[src/rtl/trap_sequencer.sv]
`default_nettype none
// ============================================================================
// Module      : trap_sequencer
// Description : Sequences trap entry (synchronous exceptions and machine
//               interrupts) and MRET return for the multicycle core. While
//               trap_active is high, the control unit forwards the CSR/PC
//               select values below to the datapath instead of its own.
//
// Ports:
//   clk, reset          clock, synchronous active-high reset
//   instr_boundary      core is at instruction fetch with nothing in flight
//   instr_retired       one instruction retired this cycle
//   exc_valid/cause     synchronous exception detected, its mcause code
//   exc_tval_sel        mtval_next_sel value to use for that exception
//   mret_valid          MRET executing this cycle
//   mie,mtie,msie,meie  CSR enable bits
//   mtip,msip,meip      raw interrupt-pending lines
//   squash              hold pc, suppress reg/memory writes this cycle
//   trap_active         override the control unit's selects
//   trap_taken          one-cycle pulse in the trap-entry cycle
//   *_next_sel          datapath mux selects for pc/mepc/mcause/mtval/mie/mpie
//   mcause_next         {interrupt, code[3:0]}
//
// Revision    : 1.0 - initial release
// ============================================================================
module trap_sequencer #(
    parameter int MIN_RETIRE = 1
) (
    input  logic       clk,
    input  logic       reset,
    input  logic       instr_boundary,
    input  logic       instr_retired,
    input  logic       exc_valid,
    input  logic [4:0] exc_cause,
    input  logic [2:0] exc_tval_sel,
    input  logic       mret_valid,
    input  logic       mie,
    input  logic       mtie,
    input  logic       msie,
    input  logic       meie,
    input  logic       mtip,
    input  logic       msip,
    input  logic       meip,
    output logic       squash,
    output logic       trap_active,
    output logic       trap_taken,
    output logic [1:0] pc_next_sel,
    output logic       mepc_next_sel,
    output logic       mcause_next_sel,
    output logic [4:0] mcause_next,
    output logic [2:0] mtval_next_sel,
    output logic [1:0] mie_next_sel,
    output logic [1:0] mpie_next_sel
);

    // A zero-width counter is illegal, so MIN_RETIRE=0 still gets one bit;
    // the counter then simply stays at 0, which equals the saturation value.
    localparam int                 c_CNT_W   = (MIN_RETIRE > 0) ? $clog2(MIN_RETIRE + 1) : 1;
    localparam logic [c_CNT_W-1:0] c_CNT_MAX = c_CNT_W'(MIN_RETIRE);
    localparam logic [2:0]         c_TVAL_ZERO = 3'd4;

    typedef enum logic [1:0] {
        S_RUN   = 2'd0,
        S_ENTRY = 2'd1,
        S_RET   = 2'd2
    } state_t;

    state_t             r_state;
    logic [2:0]         r_irq_q;      // {MEI, MSI, MTI}, pending & enabled
    logic [c_CNT_W-1:0] r_ret_cnt;
    logic [4:0]         r_cause_q;    // doubles as the registered mcause_next
    logic [2:0]         r_tval_q;     // doubles as the registered mtval_next_sel
    logic               r_trap_active;
    logic               r_trap_taken;
    logic [1:0]         r_pc_next_sel;
    logic               r_mepc_next_sel;
    logic               r_mcause_next_sel;
    logic [1:0]         r_mie_next_sel;
    logic [1:0]         r_mpie_next_sel;

    logic [4:0]         w_irq_cause;
    logic               w_irq_ok;
    logic [c_CNT_W-1:0] w_ret_cnt_inc;

    // Fixed priority MEI > MSI > MTI on the sampled lines.
    always_comb begin
        w_irq_cause = 5'h00;
        if (r_irq_q[2]) begin
            w_irq_cause = {1'b1, 4'd11};
        end else if (r_irq_q[1]) begin
            w_irq_cause = {1'b1, 4'd3};
        end else if (r_irq_q[0]) begin
            w_irq_cause = {1'b1, 4'd7};
        end
    end

    // Interrupts are only taken at an instruction boundary and only once
    // enough instructions have retired since the last trap entry / MRET.
    assign w_irq_ok = instr_boundary & mie & (|r_irq_q) & (r_ret_cnt == c_CNT_MAX);

    assign w_ret_cnt_inc = (instr_retired && (r_ret_cnt != c_CNT_MAX))
                         ? r_ret_cnt + c_CNT_W'(1) : r_ret_cnt;

    always_ff @(posedge clk) begin
        if (reset) begin
            r_state           <= S_RUN;
            r_irq_q           <= 3'b000;
            r_ret_cnt         <= c_CNT_MAX;
            r_cause_q         <= 5'h00;
            r_tval_q          <= 3'd0;
            r_trap_active     <= 1'b0;
            r_trap_taken      <= 1'b0;
            r_pc_next_sel     <= 2'd0;
            r_mepc_next_sel   <= 1'b0;
            r_mcause_next_sel <= 1'b0;
            r_mie_next_sel    <= 2'd0;
            r_mpie_next_sel   <= 2'd0;
        end else begin
            r_irq_q <= {meip & meie, msip & msie, mtip & mtie};

            // Outputs default to the RUN values; the entering transition
            // overrides them so they are valid throughout ENTRY/RET.
            r_cause_q         <= 5'h00;
            r_tval_q          <= 3'd0;
            r_trap_active     <= 1'b0;
            r_trap_taken      <= 1'b0;
            r_pc_next_sel     <= 2'd0;
            r_mepc_next_sel   <= 1'b0;
            r_mcause_next_sel <= 1'b0;
            r_mie_next_sel    <= 2'd0;
            r_mpie_next_sel   <= 2'd0;
            r_ret_cnt         <= w_ret_cnt_inc;

            case (r_state)
                S_RUN: begin
                    if (exc_valid || w_irq_ok) begin
                        r_state           <= S_ENTRY;
                        r_ret_cnt         <= '0;
                        r_cause_q         <= exc_valid ? exc_cause : w_irq_cause;
                        r_tval_q          <= exc_valid ? exc_tval_sel : c_TVAL_ZERO;
                        r_trap_active     <= 1'b1;
                        r_trap_taken      <= 1'b1;
                        r_pc_next_sel     <= 2'd1;
                        r_mepc_next_sel   <= 1'b1;
                        r_mcause_next_sel <= 1'b1;
                        r_mie_next_sel    <= 2'd1;
                        r_mpie_next_sel   <= 2'd1;
                    end else if (mret_valid) begin
                        r_state         <= S_RET;
                        r_ret_cnt       <= '0;
                        r_trap_active   <= 1'b1;
                        r_pc_next_sel   <= 2'd2;
                        r_mie_next_sel  <= 2'd2;
                        r_mpie_next_sel <= 2'd2;
                    end
                end
                S_ENTRY: r_state <= S_RUN;
                S_RET:   r_state <= S_RUN;
                default: r_state <= S_RUN;
            endcase
        end
    end

    // In RUN the squash must appear in the decision cycle itself so the
    // faulting (or next unfetched) pc is still held when mepc captures it.
    assign squash = r_trap_active |
                    ((r_state == S_RUN) & (exc_valid | w_irq_ok));

    assign trap_active     = r_trap_active;
    assign trap_taken      = r_trap_taken;
    assign pc_next_sel     = r_pc_next_sel;
    assign mepc_next_sel   = r_mepc_next_sel;
    assign mcause_next_sel = r_mcause_next_sel;
    assign mcause_next     = r_cause_q;
    assign mtval_next_sel  = r_tval_q;
    assign mie_next_sel    = r_mie_next_sel;
    assign mpie_next_sel   = r_mpie_next_sel;

endmodule
`default_nettype wire
[config.mk]
export PLATFORM = sky130hd
export DESIGN_NAME = trap_sequencer
export DESIGN_NICKNAME = d
export VERILOG_FILES = /design/src/rtl/trap_sequencer.sv
export SDC_FILE = /design/constraint.sdc
export NUM_CORES = 1
export LEC_CHECK = 0
export CAP_MARGIN = 20
export CORE_AREA = 10 10 56 58
export CTS_CLUSTER_SIZE = 12
export DETAILED_ROUTE_END_ITERATION = 7
export DIE_AREA = 0 0 66 68
export HOLD_SLACK_MARGIN = 0.02
export PLACE_DENSITY = 0.77
export SETUP_SLACK_MARGIN = 0.3
export SLEW_MARGIN = 20
export SYNTH_ARGS = -nofsm -noshare
export SYNTH_HDL_FRONTEND = slang
export SYNTH_SLANG_ARGS = --single-unit
[constraint.sdc]
create_clock -name clk -period 1.45 [get_ports clk]
set_clock_uncertainty 0.2 [all_clocks]
set_input_delay 0.29 -clock clk [delete_from_list [all_inputs] [get_ports clk]]
set_output_delay 0.29 -clock clk [all_outputs]
set_load 0.02 [all_outputs]
==> results of run 1 <==
-- layer usage --
metal / track usage, % / share of wire, % / vias to the layer above
li1: - / - / 312
met1: 8.90 / 38 / 283
met2: 16.2 / 49 / 34
met3: 5.06 / 12 / 4
met4: 3.14 / 1.0 / 0
met5: 0 / 0 / -
-- state kept, by name, indices dropped and copies added (netlist names) --
signal	count
mcause_next	5
mcause_next_sel	1
mpie_next_sel	1
mtval_next_sel	3
r_irq_q	3
r_ret_cnt	1
r_state	2
trap_active	1
-- how the worst max path moves through the flow --
stage / start / to / slack, ns / cells after the start
6_report: r_irq_q[0]$_SDFF_PP0_ / squash / -0.43 / 4
5_1_grt: r_irq_q[0]$_SDFF_PP0_ / squash / -0.48 / 4
4_1_cts: r_irq_q[2]$_SDFF_PP0_ / squash / -0.46 / 4
3_5_place_dp: instr_boundary / squash / -0.92 / 5
3_3_place_gp: instr_boundary / squash / -0.90 / 5
2_1_floorplan: r_irq_q[0]$_SDFF_PP0_ / squash / -0.03 / 3
-- critical path, stage by stage (launching register included) --
cell     delay, ns
dfxtp_2       0.33
or3_4         0.39
a21oi_4       0.17
o31ai_4       0.07
buf_6         0.13
-- layout make-up --
cell class                 instances  area, sq um  area share, %
timing repair buffer              58          588           44.8
clock inverter                     1         5.00          0.382
multi-input combinational         36          290           22.1
clock buffer                       3         22.5           1.72
tap                               28         35.0           2.67
inverter                           1         3.75          0.286
sequential                        17          367           28.0
-- power groups by stage --
stage | logic [mW] | registers, mW | clock network, mW
floorplan | 0.0999 | 0.537 | 0
global placement | 0.256 | 0.516 | 0
detailed placement | 0.260 | 0.517 | 0
CTS | 0.308 | 0.513 | 0.261
global route | 0.344 | 0.514 | 0.282
finish | 0.323 | 0.511 | 0.258
-- synth_stat cells, drive strengths merged --
cell,n
a211oi,1
a21oi,6
a22oi,1
and3,5
buf,8
clkbuf,1
dfxtp,17
inv,1
nand2,8
nand3b,2
nor2,7
nor3,1
nor4b,1
o31ai,1
o32a,1
or3,2
-- cells by family (layout without fill, tap and decap cells) --
kind of cell,count (synthesis),after routing,synth area share [%]
and+or+nand+nor,26,26,21.9
DFF,17,17,55.6
AOI/OAI and AO/OA,10,10,11.9
buffers and inverters,10,63,10.6
-- metrics by stage --
| step | TNS (ns) | area (sq um) | hold WS (ns) | worst slack, ns |
|---|---|---|---|---|
| 6_report | -1.61 | 1310 | 0.232 | -0.425 |
| 5_1_grt | -2.30 | 1310 | 0.246 | -0.478 |
| 4_1_cts | -1.29 | 1260 | 0.227 | -0.462 |
| 3_5_place_dp | -3.62 | 1090 | 0.279 | -0.924 |
| 3_3_place_gp | -3.38 | 1090 | 0.267 | -0.901 |
| 2_1_floorplan | -0.0274 | 647 | 0.162 | -0.0274 |
-- timing repair --
action                     CTS  global route
cloned                       1             0
resized for setup          145             9
buffers inserted             4             2
pin swaps                    8             6
setup endpoints to repair   33            33
==> run metrics, run 1 <==
Slew Limit Fails 0; GRT overflow 0; synthesized cell area 612 sq um; Yosys Warn Count 0; leading cell type in the layout, fill and taps excluded buf_6; Synth top area share 55.6%; Worst Slack Setup Final -0.425 ns; I/O pins 40; headroom to the max-slew limit 84.2%; Max FO, Critical Path 2; fillers 168; syn_nets 84; crit start category flip-flop; Max Freq 533 MHz; failing checks negative setup slack; Internal 787 uW; Endpoint, Worst Hold r_irq_q[2]$_SDFF_PP0_; Synth Instances 63; Synth-to-Final Area Change 114%; CTS sink cnt 17; pwr/cell area 832 nW/um^2; HP Start reset; Gate power share 29.6%; CTS tree yes; worst hold path class in -> reg; final weighted congestion in routability-driven placement 0.741; H-tree Lvls 1; critical path class reg -> out; total die area 4490 sq um; number of synthesized register bits 17; Core Box Area 2110 sq um; initial core utilization 29.1%; worst hold path depth 3; worst-margin pin slew 0.236 ns; Die X 66 um; FF-to-FF End r_state[1]$_SDFFE_PP0P_; largest net degree at the start of global routing 13; RR Startpoint r_irq_q[0]$_SDFF_PP0_; Switch Pwr 304 uW; number of routed nets with antenna violations 0; CP arrival 1.39 ns; CTS root buffer clkbuf_4; Nets 138; Tot GR Track Use 9.13%; initial antenna violation count 0; Max rail drop VDD 418 uV; DR vias 633; Distinct cells, synth 19; final period demand of the worst path 1.88 ns; status complete, but fails checks; vias in the first global route 678; Sw Share 27.9%; DR WL/cell 14.7 um; hold-fix buffer count after cts 0; total power 1.09 mW; part of the power in registers 46.8%; dominant cells by area after synthesis dfxtp_1 56%, buf_4 8.6%, and3_1 5.1%; final-report hold violation count 0; most frequent cells in the layout 28 x buf_6, 18 x clkdlybuf4s50_1, 12 x dfxtp_2, 10 x buf_4, 8 x nand2_1; placed insts 133; RSZ-0062 raised after global routing yes; clock network fraction of total power 23.6%; number of remaining DRC errors 0; Post-DP HPWL 1.44 mm; FP Rows 17; Final setup viols 11; Pre-antenna DRT Iters 4; layout cells sized above 1 63.8%; Worst Path Required 0.96 ns; Num CTS Buffers 3; maxcap violations 0; non-filler cells, final 144; routed vias/inst 4.40; CTS clk-pin slew, worst paths 0.11 ns; Antenna diodes 0; worst skew pair latency 0.29 ns; most area-hungry cell type in the Yosys netlist dfxtp_1; IO buf count 39; fin crit share 129%; R2R setup slack -0.18 ns; first-pass GRT wire length 3.16 mm; Routed WL 2.11 mm; Clock Tree Buf Depth 2; Critical Path Sink Type output pin; die height 68 um; leakage power 0.561 nW; Detailed Route Iter0 Violations 10; final core utilization 62.3%; Seq/Total Area, Yosys 55.6%; Avg Inst Size Synth 9.71 sq um; R2R cell count 6
Note: power is estimated with default switching activity, not from simulation.
==> run 2: changes to the inputs <==
Settings changed: CAP_MARGIN 20 to 0.
==> results of run 2 <==
The final DEF is identical to that of run 1; final timing and power are the same.
==> run 3: changes to the inputs <==
Settings changed: CAP_MARGIN 0 to unset, CORE_AREA 10 10 56 58 to 4 4 51 53, DIE_AREA 0 0 66 68 to 0 0 55 57, PLACE_DENSITY 0.77 to 0.74.
==> run 3 against run 2 <==
  * The run still ends with negative setup slack left
  * Final area is 1.3% lower
  * Setup slack better by 0.00081 ns
  * Combinational power is 4% lower
  * Highest routed layer unchanged
  * Non-clock buffer count down 1
  * Utilization shrank 2.0 points
  * Register-to-register slack is essentially flat
  * Final cell count down 0.69%
  * Global-route usage increased by 1.8 points
  * Critical path depth is the same
  * Clock power is 2% lower
  * Die area decreased by 30%
==> run metrics, run 3 (synthesized netlist as in run 1, its figures left out) <==
status complete, but fails checks (unchanged); failing checks negative setup slack (unchanged); fillers 182 (was 168); die height 57 um (was 68 um); Max FO, Critical Path 2 (unchanged); I/O pins 40 (unchanged); worst skew pair latency 0.29 ns (about the same); Gate power share 28.9% (was 29.6%); largest net degree at the start of global routing 13 (unchanged); final-report hold violation count 0 (unchanged); critical path class reg -> out (unchanged); crit start category flip-flop (unchanged); Clock Tree Buf Depth 2 (unchanged); CTS tree yes (unchanged); R2R setup slack -0.19 ns (was -0.18 ns); headroom to the max-slew limit 77.6% (was 84.2%); worst slack, placed -0.905 ns (was -0.924 ns); Switch Pwr 285 uW (was 304 uW); CTS sink cnt 17 (unchanged); maxcap violations 0 (unchanged); design area 1290 sq um (was 1310 sq um); layout cells sized above 1 60.9% (was 63.8%); Max rail drop VDD 542 uV (was 418 uV); fin crit share 129% (about the same); leading cell type in the layout, fill and taps excluded buf_6 (unchanged); RSZ-0062 raised after global routing yes (unchanged); Worst Path Required 0.96 ns (about the same); Max Freq 533 MHz (about the same); total power 1.07 mW (was 1.09 mW); Nets 137 (was 138); Antenna diodes 0 (unchanged); pwr/cell area 830 nW/um^2 (was 832 nW/um^2); DR vias 626 (was 633); CP startpoint r_irq_q[0]$_SDFF_PP0_ (unchanged); Tot GR Track Use 10.9% (was 9.13%); number of routed nets with antenna violations 0 (unchanged); first-pass GRT wire length 2.46 mm (was 3.16 mm); number of remaining DRC errors 0 (unchanged); IO buf count 39 (unchanged); worst hold path class in -> reg (unchanged); initial core utilization 28.5% (was 29.1%); Final setup viols 11 (unchanged); Synth-to-Final Area Change 111% (was 114%); part of the power in registers 47.7% (was 46.8%); CP arrival 1.38 ns (was 1.39 ns); GRT overflow 0 (unchanged); Sw Share 26.6% (was 27.9%); routed vias/inst 4.38 (was 4.40); critical path endpoint squash (unchanged); Post-DP HPWL 1.25 mm (was 1.44 mm); Worst Slack Setup Final -0.424 ns (was -0.425 ns); FP Rows 17 (unchanged); initial antenna violation count 0 (unchanged); Die X 55 um (was 66 um); placed insts 134 (was 133); CTS root buffer clkbuf_4 (unchanged); DR WL/cell 11.9 um (was 14.7 um); clock network fraction of total power 23.4% (was 23.6%); RR Startpoint r_irq_q[0]$_SDFF_PP0_ (unchanged); H-tree Lvls 1 (unchanged); FF-to-FF End r_ret_cnt$_SDFF_PP1_ (was r_state[1]$_SDFFE_PP0P_); Critical Path Sink Type output pin (unchanged); setup_tns -1.30 ns (was -1.61 ns); worst-margin pin slew 0.331 ns (was 0.236 ns); Routed WL 1.70 mm (was 2.11 mm); Pre-antenna DRT Iters 4 (unchanged); CTS clk-pin slew, worst paths 0.09 ns (was 0.11 ns); Num CTS Buffers 3 (unchanged); final period demand of the worst path 1.87 ns (was 1.88 ns); R2R cell count 5 (was 6); final weighted congestion in routability-driven placement 0.667 (was 0.741); Reg area 367 sq um (unchanged); Slew Limit Fails 0 (unchanged); vias in the first global route 594 (was 678); max reg flops 5 (unchanged); Core Box Area 2150 sq um (was 2110 sq um); non-filler cells, final 143 (was 144); most frequent cells in the layout 27 x buf_6, 18 x clkdlybuf4s50_1, 12 x dfxtp_2, 10 x buf_4, 8 x nand2_1 (was 28 x buf_6, 18 x clkdlybuf4s50_1, 12 x dfxtp_2, 10 x buf_4, 8 x nand2_1); total die area 3140 sq um (was 4490 sq um); area post-placement 1100 sq um (was 1090 sq um); leakage power 0.560 nW (was 0.561 nW); hold-fix buffer count after cts 0 (unchanged); Detailed Route Iter0 Violations 5 (was 10); combined area of the multi-input logic cells 282 sq um (was 290 sq um); Internal 789 uW (was 787 uW)
run 3: how the worst min path moves through the flow:
stage	start	to	slack, ns	cells after the start
6_report	reset	r_irq_q[0]$_SDFF_PP0_	0.24	3
5_1_grt	reset	r_irq_q[0]$_SDFF_PP0_	0.26	3
4_1_cts	reset	r_irq_q[0]$_SDFF_PP0_	0.23	3
3_5_place_dp	r_ret_cnt$_SDFF_PP1_	r_ret_cnt$_SDFF_PP1_	0.28	1
3_3_place_gp	r_ret_cnt$_SDFF_PP1_	r_ret_cnt$_SDFF_PP1_	0.28	1
2_1_floorplan	reset	r_irq_q[0]$_SDFF_PP0_	0.16	1
run 3: layout make-up:
cell class	count	share of cell area (%)
inverters	1	0.290
multi-input cells	36	21.8
repair buffers	57	44.9
well taps	28	2.71
flip-flops and latches	17	28.3
clock buffers	4	2.03
run 3: power by group through the flow:
stage          sequential [mW]  combinational, mW  clock [mW]
2_1_floorplan            0.537             0.0999           0
3_3_place_gp             0.516              0.258           0
3_5_place_dp             0.518              0.261           0
4_1_cts                  0.515              0.284       0.259
5_1_grt                  0.515              0.330       0.273
6_report                 0.512              0.310       0.252
run 3: per-layer routing:
metal,wire [um],track usage (%),up-vias
met2,832,20.1,36
met1,626,10.3,278
li1,-,-,310
met4,22,5.21,0
met5,0,0,-
met3,215,3.66,2
run 3: critical path, stage by stage (launching register included):
cell and delay, ns:
dfxtp_2 0.33, or3_4 0.40, a21oi_4 0.17, o31ai_4 0.07
buf_6 0.13
run 3: per-stage QoR:
step                      hold WS, ns  utilization (%)
final                           0.236             60.2
after global routing            0.256             60.2
after CTS                       0.231             56.4
after detailed placement        0.283             51.3
after global placement          0.283             51.3
after floorplan                 0.162                -
run 3: timing repair:
action	4_1_cts	5_1_grt
resized for setup	137	13
endpoints found under the setup margin	33	33
endpoints found under the hold margin	0	0
gates cloned	0	0
pin swaps	7	7
buffers inserted	1	4
